**src/rtl/sccb_init_seq_if.sv**
```systemverilog
// Bundle between the init sequencer, its table ROM, the SCCB write master and the
// system controller. master = sequencer side, slave = environment side.
interface sccb_init_seq_if #(
  parameter int unsigned AW = 8
) ();
  logic          start;
  logic          busy;
  logic          done;
  logic          err;
  logic [AW-1:0] tbl_addr;
  logic [15:0]   tbl_data;
  logic          sccb_req;
  logic [7:0]    sccb_id;
  logic [7:0]    sccb_reg;
  logic [7:0]    sccb_wdata;
  logic          sccb_done;
  logic          sccb_nack;

  modport master (
    input  start, tbl_data, sccb_done, sccb_nack,
    output busy, done, err, tbl_addr, sccb_req, sccb_id, sccb_reg, sccb_wdata
  );

  modport slave (
    output start, tbl_data, sccb_done, sccb_nack,
    input  busy, done, err, tbl_addr, sccb_req, sccb_id, sccb_reg, sccb_wdata
  );
endinterface

```
**src/rtl/sccb_init_seq.sv**
```systemverilog
// OV2640 register-initialisation sequencer: walks a {reg,val} ROM and issues SCCB writes
// with NACK retry and inter-write gap. Define SEQ_DELAY_EN to treat reg 8'hFE as a delay.
module sccb_init_seq #(
  parameter logic [7:0]  DEV_ID     = 8'h60,
  parameter int unsigned TBL_LEN    = 64,
  parameter int unsigned AW         = 8,
  parameter logic [15:0] PWRUP_CYC  = 16'd1000,
  parameter logic [7:0]  GAP_CYC    = 8'd16,
  parameter int unsigned MAX_RETRY  = 2,
  parameter logic [15:0] DELAY_UNIT = 16'd1000
) (
  input logic            XCLK,
  input logic            RST,
  sccb_init_seq_if.master bus
);

  localparam logic [AW-1:0] LastIdx = AW'(TBL_LEN - 1);

  typedef enum logic [3:0] {
    StIdle,
    StPwrup,
    StFetch,
    StWaitRom,
    StIssue,
    StWaitDone,
    StGap,
`ifdef SEQ_DELAY_EN
    StDelay,
`endif
    StFinish
  } state_e;

  state_e        state;
  logic [AW-1:0] idx;
  logic [15:0]   cnt;
  logic [7:0]    retry;
  logic          ok;
`ifdef SEQ_DELAY_EN
  logic [23:0]   dly;
`endif

  assign bus.sccb_id = DEV_ID;

  always_ff @(posedge XCLK or posedge RST) begin
    if (RST) begin
      state          <= StIdle;
      idx            <= '0;
      cnt            <= '0;
      retry          <= '0;
      ok             <= 1'b0;
      bus.busy       <= 1'b0;
      bus.done       <= 1'b0;
      bus.err        <= 1'b0;
      bus.sccb_req   <= 1'b0;
      bus.tbl_addr   <= '0;
      bus.sccb_reg   <= '0;
      bus.sccb_wdata <= '0;
`ifdef SEQ_DELAY_EN
      dly            <= '0;
`endif
    end else begin
      unique case (state)
        StIdle: begin
          if (bus.start) begin
            state    <= StPwrup;
            bus.busy <= 1'b1;
            bus.done <= 1'b0;
            bus.err  <= 1'b0;
            idx      <= '0;
            retry    <= '0;
            cnt      <= '0;
          end
        end
        StPwrup: begin
          if (PWRUP_CYC == 16'd0 || cnt == PWRUP_CYC - 16'd1) begin
            state        <= StFetch;
            bus.tbl_addr <= idx;
          end else begin
            cnt <= cnt + 16'd1;
          end
        end
        // ROM samples tbl_addr at the end of this cycle
        StFetch: state <= StWaitRom;
        StWaitRom: begin
          bus.sccb_reg   <= bus.tbl_data[15:8];
          bus.sccb_wdata <= bus.tbl_data[7:0];
`ifdef SEQ_DELAY_EN
          if (bus.tbl_data[15:8] == 8'hFE) begin
            state <= StDelay;
            dly   <= {16'd0, bus.tbl_data[7:0]} * {8'd0, DELAY_UNIT};
          end else begin
            state <= StIssue;
          end
`else
          state <= StIssue;
`endif
        end
        StIssue: begin
          bus.sccb_req <= 1'b1;
          state        <= StWaitDone;
        end
        StWaitDone: begin
          if (bus.sccb_done) begin
            bus.sccb_req <= 1'b0;
            cnt          <= '0;
            if (!bus.sccb_nack) begin
              retry <= '0;
              ok    <= 1'b1;
              state <= StGap;
            end else if (retry == 8'(MAX_RETRY)) begin
              bus.err <= 1'b1;
              state   <= StFinish;
            end else begin
              retry <= retry + 8'd1;
              ok    <= 1'b0;
              state <= StGap;
            end
          end
        end
        // GAP_CYC+1 cycles here between the done pulse and the next fetch
        StGap: begin
          if (cnt == {8'd0, GAP_CYC}) begin
            if (ok && idx == LastIdx) begin
              state <= StFinish;
            end else begin
              state <= StFetch;
              if (ok) begin
                idx          <= idx + 1'b1;
                bus.tbl_addr <= idx + 1'b1;
              end else begin
                bus.tbl_addr <= idx;
              end
            end
          end else begin
            cnt <= cnt + 16'd1;
          end
        end
`ifdef SEQ_DELAY_EN
        StDelay: begin
          if (dly == 24'd0) begin
            retry <= '0;
            if (idx == LastIdx) begin
              state <= StFinish;
            end else begin
              state        <= StFetch;
              idx          <= idx + 1'b1;
              bus.tbl_addr <= idx + 1'b1;
            end
          end else begin
            dly <= dly - 24'd1;
          end
        end
`endif
        StFinish: begin
          bus.busy <= 1'b0;
          bus.done <= 1'b1;
          state    <= StIdle;
        end
        default: state <= StIdle;
      endcase
    end
  end

endmodule

```
**src/flat_wrapper.sv**
```systemverilog
// flat-port wrapper written by rule: the top's interface ports become plain ports
module sccb_init_seq_flat 
#(
  parameter logic [7:0]  DEV_ID     = 8'h60,
  parameter int unsigned TBL_LEN    = 64,
  parameter int unsigned AW         = 8,
  parameter logic [15:0] PWRUP_CYC  = 16'd1000,
  parameter logic [7:0]  GAP_CYC    = 8'd16,
  parameter int unsigned MAX_RETRY  = 2,
  parameter logic [15:0] DELAY_UNIT = 16'd1000
)
  (XCLK, RST, bus_start, bus_tbl_data, bus_sccb_done, bus_sccb_nack, bus_busy, bus_done, bus_err, bus_tbl_addr, bus_sccb_req, bus_sccb_id, bus_sccb_reg, bus_sccb_wdata);
  sccb_init_seq_if #(.AW(AW)) bus_i ();
  input logic XCLK;
  input logic RST;
  input wire logic [$bits(bus_i.start)-1:0] bus_start;
  input wire logic [$bits(bus_i.tbl_data)-1:0] bus_tbl_data;
  input wire logic [$bits(bus_i.sccb_done)-1:0] bus_sccb_done;
  input wire logic [$bits(bus_i.sccb_nack)-1:0] bus_sccb_nack;
  output wire logic [$bits(bus_i.busy)-1:0] bus_busy;
  output wire logic [$bits(bus_i.done)-1:0] bus_done;
  output wire logic [$bits(bus_i.err)-1:0] bus_err;
  output wire logic [$bits(bus_i.tbl_addr)-1:0] bus_tbl_addr;
  output wire logic [$bits(bus_i.sccb_req)-1:0] bus_sccb_req;
  output wire logic [$bits(bus_i.sccb_id)-1:0] bus_sccb_id;
  output wire logic [$bits(bus_i.sccb_reg)-1:0] bus_sccb_reg;
  output wire logic [$bits(bus_i.sccb_wdata)-1:0] bus_sccb_wdata;
  assign bus_i.start = bus_start;
  assign bus_i.tbl_data = bus_tbl_data;
  assign bus_i.sccb_done = bus_sccb_done;
  assign bus_i.sccb_nack = bus_sccb_nack;
  assign bus_busy = bus_i.busy;
  assign bus_done = bus_i.done;
  assign bus_err = bus_i.err;
  assign bus_tbl_addr = bus_i.tbl_addr;
  assign bus_sccb_req = bus_i.sccb_req;
  assign bus_sccb_id = bus_i.sccb_id;
  assign bus_sccb_reg = bus_i.sccb_reg;
  assign bus_sccb_wdata = bus_i.sccb_wdata;
  sccb_init_seq #(.DEV_ID(DEV_ID), .TBL_LEN(TBL_LEN), .AW(AW), .PWRUP_CYC(PWRUP_CYC), .GAP_CYC(GAP_CYC), .MAX_RETRY(MAX_RETRY), .DELAY_UNIT(DELAY_UNIT)) u_core (.XCLK(XCLK), .RST(RST), .bus(bus_i));
endmodule
```
**config.mk**
```make
export PLATFORM = sky130hd
export DESIGN_NAME = sccb_init_seq_flat
export DESIGN_NICKNAME = d
export VERILOG_FILES = /design/src/rtl/sccb_init_seq_if.sv /design/src/rtl/sccb_init_seq.sv /design/src/flat_wrapper.sv
export SDC_FILE = /design/constraint.sdc
export NUM_CORES = 1
export LEC_CHECK = 0
export ABC_AREA = 1
export BUFFER_PORTS_ARGS = -buffer_cell sky130_fd_sc_hd__buf_2
export CAP_MARGIN = 10
export CORE_MARGIN = 4
export CORE_UTILIZATION = 61
export CTS_CLUSTER_SIZE = 28
export DETAILED_ROUTE_END_ITERATION = 10
export PLACE_DENSITY = 0.9
export SETUP_SLACK_MARGIN = 0.1
export SYNTH_ARGS = -nofsm -noshare
export SYNTH_HDL_FRONTEND = slang
export SYNTH_SLANG_ARGS = --single-unit
```
**constraint.sdc**
```tcl
create_clock -name XCLK -period 2.95 [get_ports XCLK]
set_input_delay 0.1475 -clock XCLK [delete_from_list [all_inputs] [get_ports XCLK]]
set_output_delay 0.1475 -clock XCLK [all_outputs]
set_load 0.01 [all_outputs]
```
## Word-level counts from Yosys, hierarchy flattened

Cells that the tools add are included.

| cells by class | value |
|---|---|
| add/sub/neg operators | 3 |
| $mul | 0 |
| div/mod/pow operators | 0 |
| order comparisons | 0 |
| equality and inequality tests | 22 |
| shift operators | 0 |
| muxes and demuxes | 36 |
| bitwise logic cells | 0 |
| reductions and logical operators | 17 |

Operators by type and width:

| cell | number |
|---|---|
| 2-to-1 mux 16 bit | 4 |
| 2-to-1 mux 8 bit | 8 |
| one-hot mux 16 bit (4 select lines) | 1 |
| one-hot mux 8 bit (2 select lines) | 3 |
| one-hot mux 4 bit (7 select lines) | 1 |
| 2-to-1 mux 4 bit | 5 |
| adder 16 x 1 -> 16 bit, second input constant | 1 |
| adder 8 x 1 -> 8 bit, second input constant | 2 |
| equality test 16 x 10 -> 1 bit, second input constant | 1 |
| equality test 16 x 5 -> 1 bit, second input constant | 1 |
| equality test 4 x 3 -> 1 bit, second input constant | 4 |
| AND reduction 4 bit | 4 |
| inequality test 2 bit, second input constant | 7 |
| AND reduction 5 bit | 2 |
| nonzero test 2 bit | 5 |
| 2-to-1 mux 1 bit | 9 |
| equality test 4 x 2 -> 1 bit, second input constant | 2 |
| equality test 8 x 2 -> 1 bit, second input constant | 1 |
| equality test 8 x 6 -> 1 bit, second input constant | 1 |
| one-hot mux 1 bit (2 select lines) | 4 |
| inequality test 2 x 1 -> 1 bit, second input constant | 3 |
| equality test 4 x 1 -> 1 bit, second input constant | 1 |
| zero test 4 bit | 1 |
| AND reduction 2 bit | 2 |
| other kinds (5) | 5 |

| word-level totals | value |
|---|---|
| register bits after elaboration | 65 |
| bits in latches | 0 |
| bits in writable memories | 0 |
| bits in read-only memories | 0 |
| input bits | 21 |
| output and inout port bits | 36 |
| logic and storage cells | 90 |
| memories | 0 |

## Longest topological paths before layout

| depth | value |
|---|---|
| word-level depth | 5 |
| depth in mapped cells | 11 |
| gate-level depth less buffers | 10 |

## Worst setup path before layout

No wires, ideal clock.

| path | value |
|---|---|
| kind | register to register |
| from | reg u_core.cnt[0] |
| to | reg u_core.bus.tbl_addr[0] |
| library setup time | 123 ps |
| arrival | 1485 ps |
| setup slack | 1342 ps |
| stages on the path, launching flop included | 11 |
| buffers on the path | 1 |
| clock period less this slack | 1608 ps |
| cell sequence | dfrtp_1 -> inv_1 -> ha_1 -> nand3_1 -> nor2_1 -> nand2_1 -> nand2_1 -> nand2_1 -> buf_2 -> o21ai_0 -> nand2_1 |

| on the way | value |
|---|---|
| longest elaborated chain between the ends | 3 |

Ends and longest elaborated chain:

| element | line | source |
|---|---|---|
| from (decl) | sccb_init_seq.sv:35 | `logic [15:0] cnt;` |
| from (signal assigned) | sccb_init_seq.sv:79 | `cnt <= cnt + 16'd1;` |
| from (signal assigned) | sccb_init_seq.sv:135 | `cnt <= cnt + 16'd1;` |
| equality test 16 x 5 -> 1 bit / equality test 16 x 10 -> 1 bit (equally long branches) | sccb_init_seq.sv:122, sccb_init_seq.sv:75 |  |
| inequality test 2 x 1 -> 1 bit (no source line) | - |  |
| AND reduction 4 bit (no source line) (*) | - |  |
| to (signal assigned) | sccb_init_seq.sv:77 | `bus.tbl_addr <= idx;` |
| to (signal assigned) | sccb_init_seq.sv:129 | `bus.tbl_addr <= idx + 1'b1;` |
| to (signal assigned) | sccb_init_seq.sv:131 | `bus.tbl_addr <= idx;` |
| to (decl) | sccb_init_seq_if.sv:21 | `output busy, done, err, tbl_addr, sccb_req, sccb_id, sccb_reg, sccb_wdata` |

Mark *: on every way between the ends. The rest lies on a longest branch, timed or not.
A chain may end at the register's enable or synchronous reset.

## Worst setup path in the final report

| path | value |
|---|---|
| from | reg u_core.cnt[0] |
| to | reg u_core.bus.tbl_addr[1] |

The elaborated chain is that of the path after synthesis.

==> insert_results.sql <==
INSERT INTO impl_metrics (metric_group, metric, value, unit) VALUES
('critical_path', 'path_max_fanout', '14', ''),
('sta', 'final_hold_viol_count', '0', ''),
('flow_run', 'maxCapViolations', '0', ''),
('sta', 'finalMaxSlewViolations', '0', ''),
('cts', 'cts_root_buf', 'sky130_fd_sc_hd__clkbuf_8', ''),
('global_routing', 'grt_pass1_vias', '3091', ''),
('cts', 'cts_hold_buffers', '0', ''),
('cts', 'skew_pair_late_insertion_delay', '0.34', 'ns'),
('power', 'vdd.ir_drop.worst', '0.6948', 'mV'),
('sta', 'setup_failing_eps_final', '0', ''),
('cts', 'clk_transition_reported_paths', '0.07', 'ns'),
('status', 'outcome', 'complete, no violations', ''),
('yosys', 'yosysMostFrequentCell', 'sky130_fd_sc_hd__nand2_1', ''),
('worst_hold_path', 'worst_hold_path_type', 'input port to register', ''),
('route', 'routed-wl-met2', '3.672', 'mm'),
('final_layout', 'largest_register_ffs', '16', ''),
('route', 'wl', '7.968', 'mm'),
('sta', 'worst_slew_margin_rel', '32.45', '%'),
('sta', 'finalWorstPathRequiredPeriod', '1.935', 'ns'),
('final_layout', 'syn2layout_area_growth', '12.43', '%'),
('sta', 'setup_total_negative_slack', '0', 'ns'),
('route', 'drt-initial-drc-count', '239', ''),
('critical_path', 'worstPathArrival', '2.22', 'ns'),
('sta', 'timing.fmax', '516.7', 'MHz'),
('power', 'p_leak', '2.107', 'nW'),
('floorplan', 'die_height', '85.09', 'um'),
('floorplan', 'floorplan.io_pins', '57', ''),
('placement', 'numPortBuffers', '48', ''),
('critical_path', 'worst-endpoint-required', '3.24', 'ns'),
('cts', 'cts_tree', 'done', ''),
('yosys', 'postSynth.asyncResetShare', '100.0', '%'),
('power', 'power_density', '862.9', 'nW/um^2'),
('yosys', 'synth_area', '3625', 'um^2'),
('floorplan', 'fp.dieArea', '7239', 'um^2'),
('cts', 'post-cts-setup-buffer-count', '0', ''),
('sta', 'worstMarginPinSlew', '1.012', 'ns'),
('sta', 'grt_setup_unrepaired', 'false', ''),
('sta', 'skew', '0.008281', 'ns'),
('worst_hold_path', 'holdPathStages', '2', ''),
('floorplan', 'fp.coreArea', '5642', 'um^2'),
('floorplan', 'placementRows', '27', ''),
('sta', 'finalCritPeriodShare', '65.60', '%'),
('route', 'top_layer_used', 'met4', ''),
('route', 'drt-met1-wl', '3.576', 'mm'),
('yosys', 'synth_edf_count', '0', ''),
('route', 'antenna_violating_nets_post_route', '0', ''),
('cts', 'cts_resized', '0', ''),
('yosys', 'yosys_most_used_dff', 'sky130_fd_sc_hd__dfrtp_1', ''),
('cts', 'cts-buffers-inserted', '9', ''),
('critical_path', 'ff_to_ff_path_depth', '10', ''),
('placement', 'numPlacedInstances', '578', ''),
('yosys', 'syn_inst', '465', ''),
('placement', 'place_worst_setup_slack', '1.045', 'ns'),
('cts', 'htree_num_levels', '3', ''),
('sta', 'setup_ws', '1.015', 'ns'),
('route', 'wl_met3', '562', 'um'),
('final_layout', 'insertedDiodeCount', '0', ''),
('final_layout', 'regMostFlops', 'u_core.cnt', ''),
('route', 'dr_total_vias', '3192', ''),
('yosys', 'synth_commonest_cells', 'sky130_fd_sc_hd__nand2_1, sky130_fd_sc_hd__dfrtp_1, sky130_fd_sc_hd__inv_1', ''),
('yosys', 'yosys.area.top_type_share', '44.18', '%'),
('placement', 'gp_congestion', '0.9128', ''),
('yosys', 'count_of_state_elements_after_synthesis', '64', ''),
('final_layout', 'layout.core_utilization', '72.23', '%'),
('final_layout', 'final_cell_count_no_fill', '593', ''),
('critical_path', 'critPathKind', 'register to register', ''),
('final_layout', 'n_fill_cell', '437', ''),
('yosys', 'synth.top_cells.by_area', 'sky130_fd_sc_hd__dfrtp_1, sky130_fd_sc_hd__nand2_1, sky130_fd_sc_hd__inv_1', ''),
('placement', 'hpwl', '5.759', 'mm'),
('cts', 'clock-sinks', '64', ''),
('global_routing', 'antenna_violations_before_repair', '0', '');
## critical path: stages, from the launching register on
cell	delay [ns]
sky130_fd_sc_hd__dfrtp_1	0.42
sky130_fd_sc_hd__inv_1	0.11
sky130_fd_sc_hd__ha_1	0.15
sky130_fd_sc_hd__nand3_1	0.07
sky130_fd_sc_hd__nor2_1	0.15
sky130_fd_sc_hd__nand2_1	0.07
sky130_fd_sc_hd__nand2_1	0.15
sky130_fd_sc_hd__nand2_1	0.31
sky130_fd_sc_hd__nor2_4	0.27
sky130_fd_sc_hd__nand2_1	0.09
sky130_fd_sc_hd__nand2_1	0.07
## where the power goes
group          switching (mW)  internal (mW)
logic                   0.898          0.520
registers               0.239           1.12
clock network           0.327          0.408
## stage by stage
step                      hold WS (ns)  area [um^2]  power (mW)
after floorplan                 0.2552         3647       2.409
after global placement          0.3779         3887       2.699
after detailed placement        0.3830         3887       2.782
after CTS                      0.02512         4075       3.526
after global routing           0.03188         4075       3.779
final                          0.03303         4075       3.516
## worst paths after layout
kind	from	slack, ns	end
setup / recovery	u_core.cnt[0]	1.01	u_core.bus.tbl_addr[1]
hold / removal	bus_tbl_data[0]	0.03	u_core.bus.sccb_wdata[0]
setup reg to reg	u_core.cnt[0]	1.01	u_core.bus.tbl_addr[1]
hold reg to reg	u_core.bus.tbl_addr[4]	0.50	u_core.bus.tbl_addr[4]
max in group asynchronous	RST	2.12	u_core.bus.sccb_reg[6]
min in group asynchronous	RST	0.05	u_core.cnt[6]
## cell usage in the layout (no fill, tap or decap), drive strengths merged
cell	count
or2	1
nor4	2
ha	5
nand4	16
o211ai	1
nand3b	1
nand2	154
o21bai	1
nand3	36
inv	51
clkinv	1
conb	8
clkbuf	12
o21a	1
o21ai	39
a21oi	1
nor2	42
clkinvlp	1
mux2	16
nor3	8
xnor2	3
bufinv	1
buf	49
xor2	7
dfrtp	64
## logic make-up after synthesis
| kind of cell | Yosys count | synth area share [%] |
|---|---|---|
| flops | 64 | 44.18 |
| simple gates | 260 | 32.27 |
| compound gates | 43 | 6.248 |
| mux | 16 | 4.971 |
| fa+ha+maj | 5 | 1.726 |
| other cells | 2 | 0.2072 |
| xor+xnor | 10 | 2.416 |
| buf+inv | 65 | 7.974 |
## final cells by class
type / count / area, um^2 / area share (%)
inverter: 51 / 191.4 / 4.698
tap: 72 / 90.09 / 2.211
multi-input combinational: 342 / 1757 / 43.11
clock buffer: 12 / 145.1 / 3.562
sequential: 64 / 1602 / 39.30
clock inverter: 3 / 42.54 / 1.044
timing repair buffer: 49 / 247.7 / 6.079
## metal layers
metal | global-route usage (%) | up-vias
li1 | - | 1589
met1 | 30.80 | 1479
met2 | 36.65 | 110
met3 | 6.408 | 14
met4 | 10.36 | 0
met5 | 0 | -
No activity file was read; power rests on OpenSTA's default activity.
